<file path="config.mk">
export PLATFORM = sky130hd
export DESIGN_NAME = ub_schedule_ctrl_flat
export DESIGN_NICKNAME = d
export VERILOG_FILES = /design/src/rtl/ub_ctrl_pkg.sv /design/src/rtl/ub_schedule_ctrl_if.sv /design/src/rtl/ub_loop_counter.sv /design/src/rtl/ub_schedule_ctrl.sv /design/src/flat_wrapper.sv
export SDC_FILE = /design/constraint.sdc
export NUM_CORES = 1
export LEC_CHECK = 0
export ABC_AREA = 1
export CAP_MARGIN = 0
export CORE_MARGIN = 3
export CORE_UTILIZATION = 47
export DETAILED_ROUTE_END_ITERATION = 10
export HOLD_SLACK_MARGIN = 0.1
export PLACE_DENSITY = 0.77
export SETUP_SLACK_MARGIN = 0.3
export SYNTH_ARGS = -nofsm -noshare
export SYNTH_HDL_FRONTEND = slang
export SYNTH_SLANG_ARGS = --single-unit
export TNS_END_PERCENT = 20
</file>
<file path="constraint.sdc">
create_clock -name clk -period 1.4 [get_ports clk]
set_input_delay 0.21 -clock clk [delete_from_list [all_inputs] [get_ports clk]]
set_output_delay 0.21 -clock clk [all_outputs]
set_load 0.01 [all_outputs]
</file>
<file path="src/rtl/ub_ctrl_pkg.sv">
// ub_ctrl_pkg: shared types and widths for the unified-buffer schedule controller.
package ub_ctrl_pkg;
  localparam int CTRL_W = 16;
  localparam int NUM_DIMS = 3;
  typedef enum logic [1:0] {IDLE, RUN, DRAIN, DONE} state_e;
  typedef logic [CTRL_W-1:0] ctrl_t;
  typedef logic [NUM_DIMS-1:0][CTRL_W-1:0] ctrl_vars_t;
  // Indices are only visible on the port while the matching strobe is high.
  function automatic ctrl_vars_t pack_vars(input logic en, input ctrl_t x, input ctrl_t y);
    return en ? {y, x, ctrl_t'(0)} : '0;
  endfunction
endpackage

</file>
<file path="src/rtl/ub_schedule_ctrl_if.sv">
// ub_schedule_ctrl_if: control inputs and buffer-side strobes/indices of the schedule controller.
interface ub_schedule_ctrl_if import ub_ctrl_pkg::*; ();
  logic flush;
  logic start;
  logic stall;
  logic write_wen;
  ctrl_vars_t write_ctrl_vars;
  logic read_ren;
  ctrl_vars_t read_ctrl_vars;
  logic busy;
  logic done;
  modport master (
    input flush, start, stall,
    output write_wen, write_ctrl_vars, read_ren, read_ctrl_vars, busy, done
  );
  modport slave (
    output flush, start, stall,
    input write_wen, write_ctrl_vars, read_ren, read_ctrl_vars, busy, done
  );
endinterface

</file>
<file path="src/rtl/ub_loop_counter.sv">
// ub_loop_counter: two-level loop nest, x innermost, wrapping to zero after the last point.
module ub_loop_counter import ub_ctrl_pkg::*; #(
  parameter int X_EXTENT = 64,
  parameter int Y_EXTENT = 64
) (
  input  logic  clk,
  input  logic  rst_n,
  input  logic  clr,
  input  logic  en,
  output ctrl_t x,
  output ctrl_t y,
  output logic  last
);
  ctrl_t x_q, x_d, y_q, y_d;
  logic x_last, y_last;
  always_comb begin
    x_last = x_q == CTRL_W'(X_EXTENT - 1);
    y_last = y_q == CTRL_W'(Y_EXTENT - 1);
    x_d = clr ? '0 : en ? (x_last ? '0 : x_q + ctrl_t'(1)) : x_q;
    y_d = clr ? '0 : (en && x_last) ? (y_last ? '0 : y_q + ctrl_t'(1)) : y_q;
    last = x_last && y_last;
  end
  always_ff @(posedge clk or negedge rst_n)
    if (!rst_n) begin
      x_q <= '0;
      y_q <= '0;
    end else begin
      x_q <= x_d;
      y_q <= y_d;
    end
  assign x = x_q;
  assign y = y_q;
endmodule

</file>
<file path="src/rtl/ub_schedule_ctrl.sv">
// ub_schedule_ctrl: drives producer writes over an X*Y loop nest and replays each
// point as a consumer read RD_DELAY active cycles later.
module ub_schedule_ctrl import ub_ctrl_pkg::*; #(
  parameter int X_EXTENT = 64,
  parameter int Y_EXTENT = 64,
  parameter int RD_DELAY = 2
) (
  input logic clk,
  input logic rst_n,
  ub_schedule_ctrl_if.master bus
);
  state_e state_q, state_d;
  logic [RD_DELAY-1:0] vld_q, vld_d;
  logic wen, ren, wr_last, rd_last;
  ctrl_t wx, wy, rx, ry;
  ub_loop_counter #(.X_EXTENT(X_EXTENT), .Y_EXTENT(Y_EXTENT)) u_wr (
    .clk(clk), .rst_n(rst_n), .clr(bus.flush), .en(wen), .x(wx), .y(wy), .last(wr_last)
  );
  ub_loop_counter #(.X_EXTENT(X_EXTENT), .Y_EXTENT(Y_EXTENT)) u_rd (
    .clk(clk), .rst_n(rst_n), .clr(bus.flush), .en(ren), .x(rx), .y(ry), .last(rd_last)
  );
  always_ff @(posedge clk or negedge rst_n)
    if (!rst_n) begin
      state_q <= IDLE;
      vld_q <= '0;
    end else begin
      state_q <= state_d;
      vld_q <= vld_d;
    end
  // The valid pipe only advances on active cycles, so stalls stretch the delay without losing entries.
  always_comb begin
    state_d = bus.flush ? IDLE :
              state_q == IDLE  ? (bus.start ? RUN : IDLE) :
              state_q == RUN   ? ((wen && wr_last) ? DRAIN : RUN) :
              state_q == DRAIN ? ((ren && rd_last) ? DONE : DRAIN) : IDLE;
    vld_d = bus.flush ? '0 : bus.stall ? vld_q : (vld_q << 1) | RD_DELAY'(wen);
  end
  always_comb begin
    wen = state_q == RUN && !bus.stall;
    ren = vld_q[RD_DELAY-1] && !bus.stall;
    bus.write_wen = wen;
    bus.read_ren = ren;
    bus.write_ctrl_vars = pack_vars(wen, wx, wy);
    bus.read_ctrl_vars = pack_vars(ren, rx, ry);
    bus.busy = state_q == RUN || state_q == DRAIN;
    bus.done = state_q == DONE;
  end
endmodule

</file>
<file path="src/flat_wrapper.sv">
// flat-port wrapper written by rule: the top's interface ports become plain ports
module ub_schedule_ctrl_flat import ub_ctrl_pkg::*;
#(
  parameter int X_EXTENT = 64,
  parameter int Y_EXTENT = 64,
  parameter int RD_DELAY = 2
)
  (clk, rst_n, bus_flush, bus_start, bus_stall, bus_write_wen, bus_write_ctrl_vars, bus_read_ren, bus_read_ctrl_vars, bus_busy, bus_done);
  ub_schedule_ctrl_if bus_i ();
  input logic clk;
  input logic rst_n;
  input wire logic [$bits(bus_i.flush)-1:0] bus_flush;
  input wire logic [$bits(bus_i.start)-1:0] bus_start;
  input wire logic [$bits(bus_i.stall)-1:0] bus_stall;
  output wire logic [$bits(bus_i.write_wen)-1:0] bus_write_wen;
  output wire logic [$bits(bus_i.write_ctrl_vars)-1:0] bus_write_ctrl_vars;
  output wire logic [$bits(bus_i.read_ren)-1:0] bus_read_ren;
  output wire logic [$bits(bus_i.read_ctrl_vars)-1:0] bus_read_ctrl_vars;
  output wire logic [$bits(bus_i.busy)-1:0] bus_busy;
  output wire logic [$bits(bus_i.done)-1:0] bus_done;
  assign bus_i.flush = bus_flush;
  assign bus_i.start = bus_start;
  assign bus_i.stall = bus_stall;
  assign bus_write_wen = bus_i.write_wen;
  assign bus_write_ctrl_vars = bus_i.write_ctrl_vars;
  assign bus_read_ren = bus_i.read_ren;
  assign bus_read_ctrl_vars = bus_i.read_ctrl_vars;
  assign bus_busy = bus_i.busy;
  assign bus_done = bus_i.done;
  ub_schedule_ctrl #(.X_EXTENT(X_EXTENT), .Y_EXTENT(Y_EXTENT), .RD_DELAY(RD_DELAY)) u_core (.clk(clk), .rst_n(rst_n), .bus(bus_i));
endmodule
</file>
==> flow_metrics.env <==
export IMPL_outcome="finished, violations left"
export IMPL_violations="setup timing"
export IMPL_peakVddDrop_mv=0.518
export IMPL_grt_max_degree=69
export IMPL_crit_required_ns=1.19
export IMPL_final_period_utilization_pct=130
export IMPL_cp_arrival_ns=1.62
export IMPL_clkLatencyLatePin_ns=0.36
export IMPL_first_global_vias=5270
export IMPL_rr_startpoint="u_core.state_q[1]"
export IMPL_powerDensity_nw_per_um2=700
export IMPL_finalSetupViolations=125
export IMPL_stdcell_area_um2=7000
export IMPL_static_leakage_power_nw=3.39
export IMPL_fin_ws_ns=-0.426
export IMPL_syn_avg_cell_area_um2=6.51
export IMPL_die_w_um=109
export IMPL_yosys_warnings=0
export IMPL_ys_seq_elements=68
export IMPL_rrSetupSlack_ns=-0.25
export IMPL_path_max_fanout=15
export IMPL_clk_pin_slew_worst_paths_ns=0.08
export IMPL_hold_worst_slack_ns=0.396
export IMPL_cts_htree_levels=3
export IMPL_fin_skew_ns=0.0178
export IMPL_antenna_found_initial=0
export IMPL_grt_overflow=0
export IMPL_reg2reg_to="u_core.u_wr.x[13]"
export IMPL_crit_type="flop to output pin"
export IMPL_firstDrtPassIters=6
export IMPL_drc=0
export IMPL_slew_violations=0
export IMPL_numCtsBuffers=9
export IMPL_grt_first_pass_wirelength_mm=23.9
export IMPL_viasPerCell=5.15
export IMPL_dpl_cell_area_um2=6680
export IMPL_synth_area_um2=4990
export IMPL_clock_tree_buffer_depth=2
export IMPL_num_rows=36
export IMPL_die_area_um2=11900
export IMPL_hpwl_mm=10.4
export IMPL_core_area_um2=10000
export IMPL_hold_class="primary input to asynchronous set/reset pin"
export IMPL_port_buffers=72
export IMPL_cts_tree="yes"
export IMPL_postRouteAntennaNets=0
export IMPL_ys_seq_area_share_pct=34.1
export IMPL_gp_congestion=0.930
export IMPL_grt_use_total_pct=25.1
export IMPL_crit_path_end_kind="output pin"
export IMPL_finalCriticalPeriod_ns=1.83
export IMPL_worst_r2r_cell_count=12
export IMPL_num_fill_cells=804
export IMPL_wire_per_inst_um=13.5
export IMPL_cts_root_buf="clkbuf_8"
export IMPL_grt_setup_unrepaired="true"
export IMPL_finalHoldViolations=0
export IMPL_area_growth_pct=40.3
export IMPL_synthCells=766
export IMPL_setup_worst_path_start="u_core.state_q[1]"
export IMPL_start_util_pct=49.7
export IMPL_drt_initial_drc_count=394
export IMPL_clock_sinks=68
export IMPL_pin_count=105
export IMPL_die_h_um=109
export IMPL_critPathLaunchType="flop"
export IMPL_layout_drive_gt1_share_pct=34.0
export IMPL_wl_mm=14.7
export IMPL_max_cap_viol_count=0
export IMPL_vias=5591
export IMPL_synth_distinct_cells=37
export IMPL_fmax_ghz=0.548
export IMPL_diodes=0
export IMPL_nets=961
==> what timing repair did <==
| action | in CTS | in global routing |
|---|---|---|
| gates cloned | 1 | 0 |
| hold buffers | 1 | 0 |
| pin swaps | 12 | 2 |
| hold endpoints to repair | 68 | 0 |
| setup endpoints to repair | 136 | 135 |
| resized for setup | 290 | 81 |
| buffers inserted | 2 | 1 |
==> per-stage QoR <==
stage | util (%) | setup WS, ns | TNS [ns] | cells | power, mW
6_report | 69.7 | -0.426 | -22.38 | 1086 | 4.90
3_5_place_dp | 66.5 | -0.691 | -63.99 | 1065 | 2.59
4_1_cts | 68.6 | -0.407 | -22.08 | 1085 | 4.87
5_1_grt | 69.7 | -0.544 | -34.55 | 1086 | 5.07
2_1_floorplan | - | -0.104 | -5.65 | 797 | 2.40
3_3_place_gp | 66.5 | -0.656 | -61.34 | 1065 | 2.58
==> worst max-delay path: stages, from the launching register on <==
cell	delay [ns]
dfrtp_1	0.40
inv_2	0.09
ha_4	0.13
inv_2	0.04
nor2_4	0.13
inv_4	0.09
buf_12	0.17
nor2_2	0.08
buf_2	0.13
==> kinds of logic after synthesis <==
kind of cell / after synthesis / share of synthesized area (%)
and+or+nand+nor: 451 / 38.9
buffers and inverters: 158 / 15.1
AOI/OAI and AO/OA: 70 / 8.05
DFF: 68 / 34.1
xor gates and xnor gates: 10 / 1.76
adders and majority gates: 8 / 2.01
other: 1 / 0.0752
==> layer usage <==
metal | GRT usage, % | wire [um] | vias to the layer above
met4 | 9.83 | 366 | 0
met2 | 44.1 | 7500 | 221
li1 | - | - | 2728
met1 | 30.9 | 5930 | 2602
met5 | 0 | 0 | -
met3 | 3.43 | 887 | 40
==> flip-flops by register name, indices dropped and copies added (netlist names) <==
register / cells
u_core.state_q: 2
u_core.u_rd.x: 16
u_core.u_rd.y: 16
u_core.u_wr.x: 16
u_core.u_wr.y: 16
u_core.vld_q: 2
==> where the power goes <==
group	leakage (nW)	internal (mW)	switching, mW
combinational	2.31	0.265	0.412
sequential	0.946	1.98	0.0162
clock	0.131	1.42	0.811
==> cell type report <==
cell class / count / area, um2 / share of cell area (%)
Sequential cell: 68 / 1700 / 24.3
Timing Repair Buffer: 191 / 1470 / 20.9
Clock buffer: 12 / 145 / 2.07
Inverter: 107 / 418 / 5.97
Multi-Input combinational cell: 571 / 2980 / 42.6
Tap cell: 133 / 166 / 2.38
Clock inverter: 4 / 120 / 1.72
==> cells in the final DEF (no fill, tap or decap), types with 2 or more instances in the layout <==
| master | Yosys | routed |
|---|---|---|
| conb_1 | 1 | 32 |
| nor3_1 | 14 | 13 |
| clkdlybuf4s15_2 | 0 | 2 |
| xor2_1 | 9 | 9 |
| clkbuf_1 | 4 | 2 |
| buf_4 | 36 | 106 |
| nand4_1 | 24 | 24 |
| a21oi_1 | 9 | 8 |
| dfrtp_1 | 68 | 67 |
| nand3b_1 | 2 | 2 |
| nor2_1 | 146 | 93 |
| ha_1 | 8 | 2 |
| ha_2 | 0 | 2 |
| o21ai_2 | 8 | 10 |
| dlygate4sd2_1 | 0 | 3 |
| buf_2 | 2 | 53 |
| buf_6 | 2 | 18 |
| o22ai_1 | 11 | 10 |
| buf_12 | 0 | 5 |
| nor2_2 | 3 | 41 |
| nor2_4 | 4 | 19 |
| o21ai_1 | 9 | 19 |
| inv_1 | 99 | 82 |
| bufinv_16 | 0 | 4 |
| nand3_1 | 68 | 63 |
| or2_2 | 2 | 2 |
| ha_4 | 0 | 4 |
| nor3_2 | 2 | 2 |
| clkbuf_8 | 0 | 10 |
| nand2_2 | 3 | 7 |
| inv_2 | 5 | 21 |
| o21ai_0 | 30 | 18 |
| nand3_2 | 1 | 5 |
| nand2_1 | 181 | 177 |
==> how the worst max path moves through the flow <==
| stage | cells past startpoint | slack, ns | to |
|---|---|---|---|
| finish | 8 | -0.43 | bus_write_ctrl_vars[46] |
| global route | 8 | -0.54 | bus_write_ctrl_vars[37] |
| CTS | 8 | -0.41 | bus_write_ctrl_vars[37] |
| detailed placement | 6 | -0.69 | bus_read_ctrl_vars[24] |
| global placement | 6 | -0.66 | bus_read_ctrl_vars[16] |
| floorplan | 11 | -0.10 | u_core.u_wr.y[11] |
==> cell usage after synthesis <==
cell / number / area share, %
xor2_1: 9 / 1.6
inv_2: 5 / 0.38
nor2_4: 4 / 0.90
buf_4: 36 / 5.4
nand4_1: 24 / 3.0
nand3b_1: 2 / 0.30
inv_6: 1 / 0.18
xnor2_1: 1 / 0.18
dfrtp_1: 68 / 34
conb_1: 1 / 0.075
a31o_2: 1 / 0.18
o31ai_1: 1 / 0.15
nor2_1: 146 / 11
nand3_2: 1 / 0.20
o21ai_0: 30 / 3.0
nor3_2: 2 / 0.40
o21ai_1: 9 / 0.90
nand2_1: 181 / 14
inv_4: 1 / 0.13
nand2_2: 3 / 0.38
a31oi_1: 1 / 0.13
o22ai_1: 11 / 1.4
clkbuf_1: 4 / 0.30
a21oi_1: 9 / 0.90
ha_1: 8 / 2.0
nor2_2: 3 / 0.38
nand3_1: 68 / 6.8
inv_1: 99 / 7.4
nand2_4: 1 / 0.23
buf_2: 2 / 0.20
o21ai_2: 8 / 1.4
buf_6: 2 / 0.45
clkbuf_2: 1 / 0.10
or2_2: 2 / 0.25
clkinv_1: 1 / 0.075
buf_1: 6 / 0.45
nor3_1: 14 / 1.4
No activity file was read; power rests on OpenSTA's default activity.
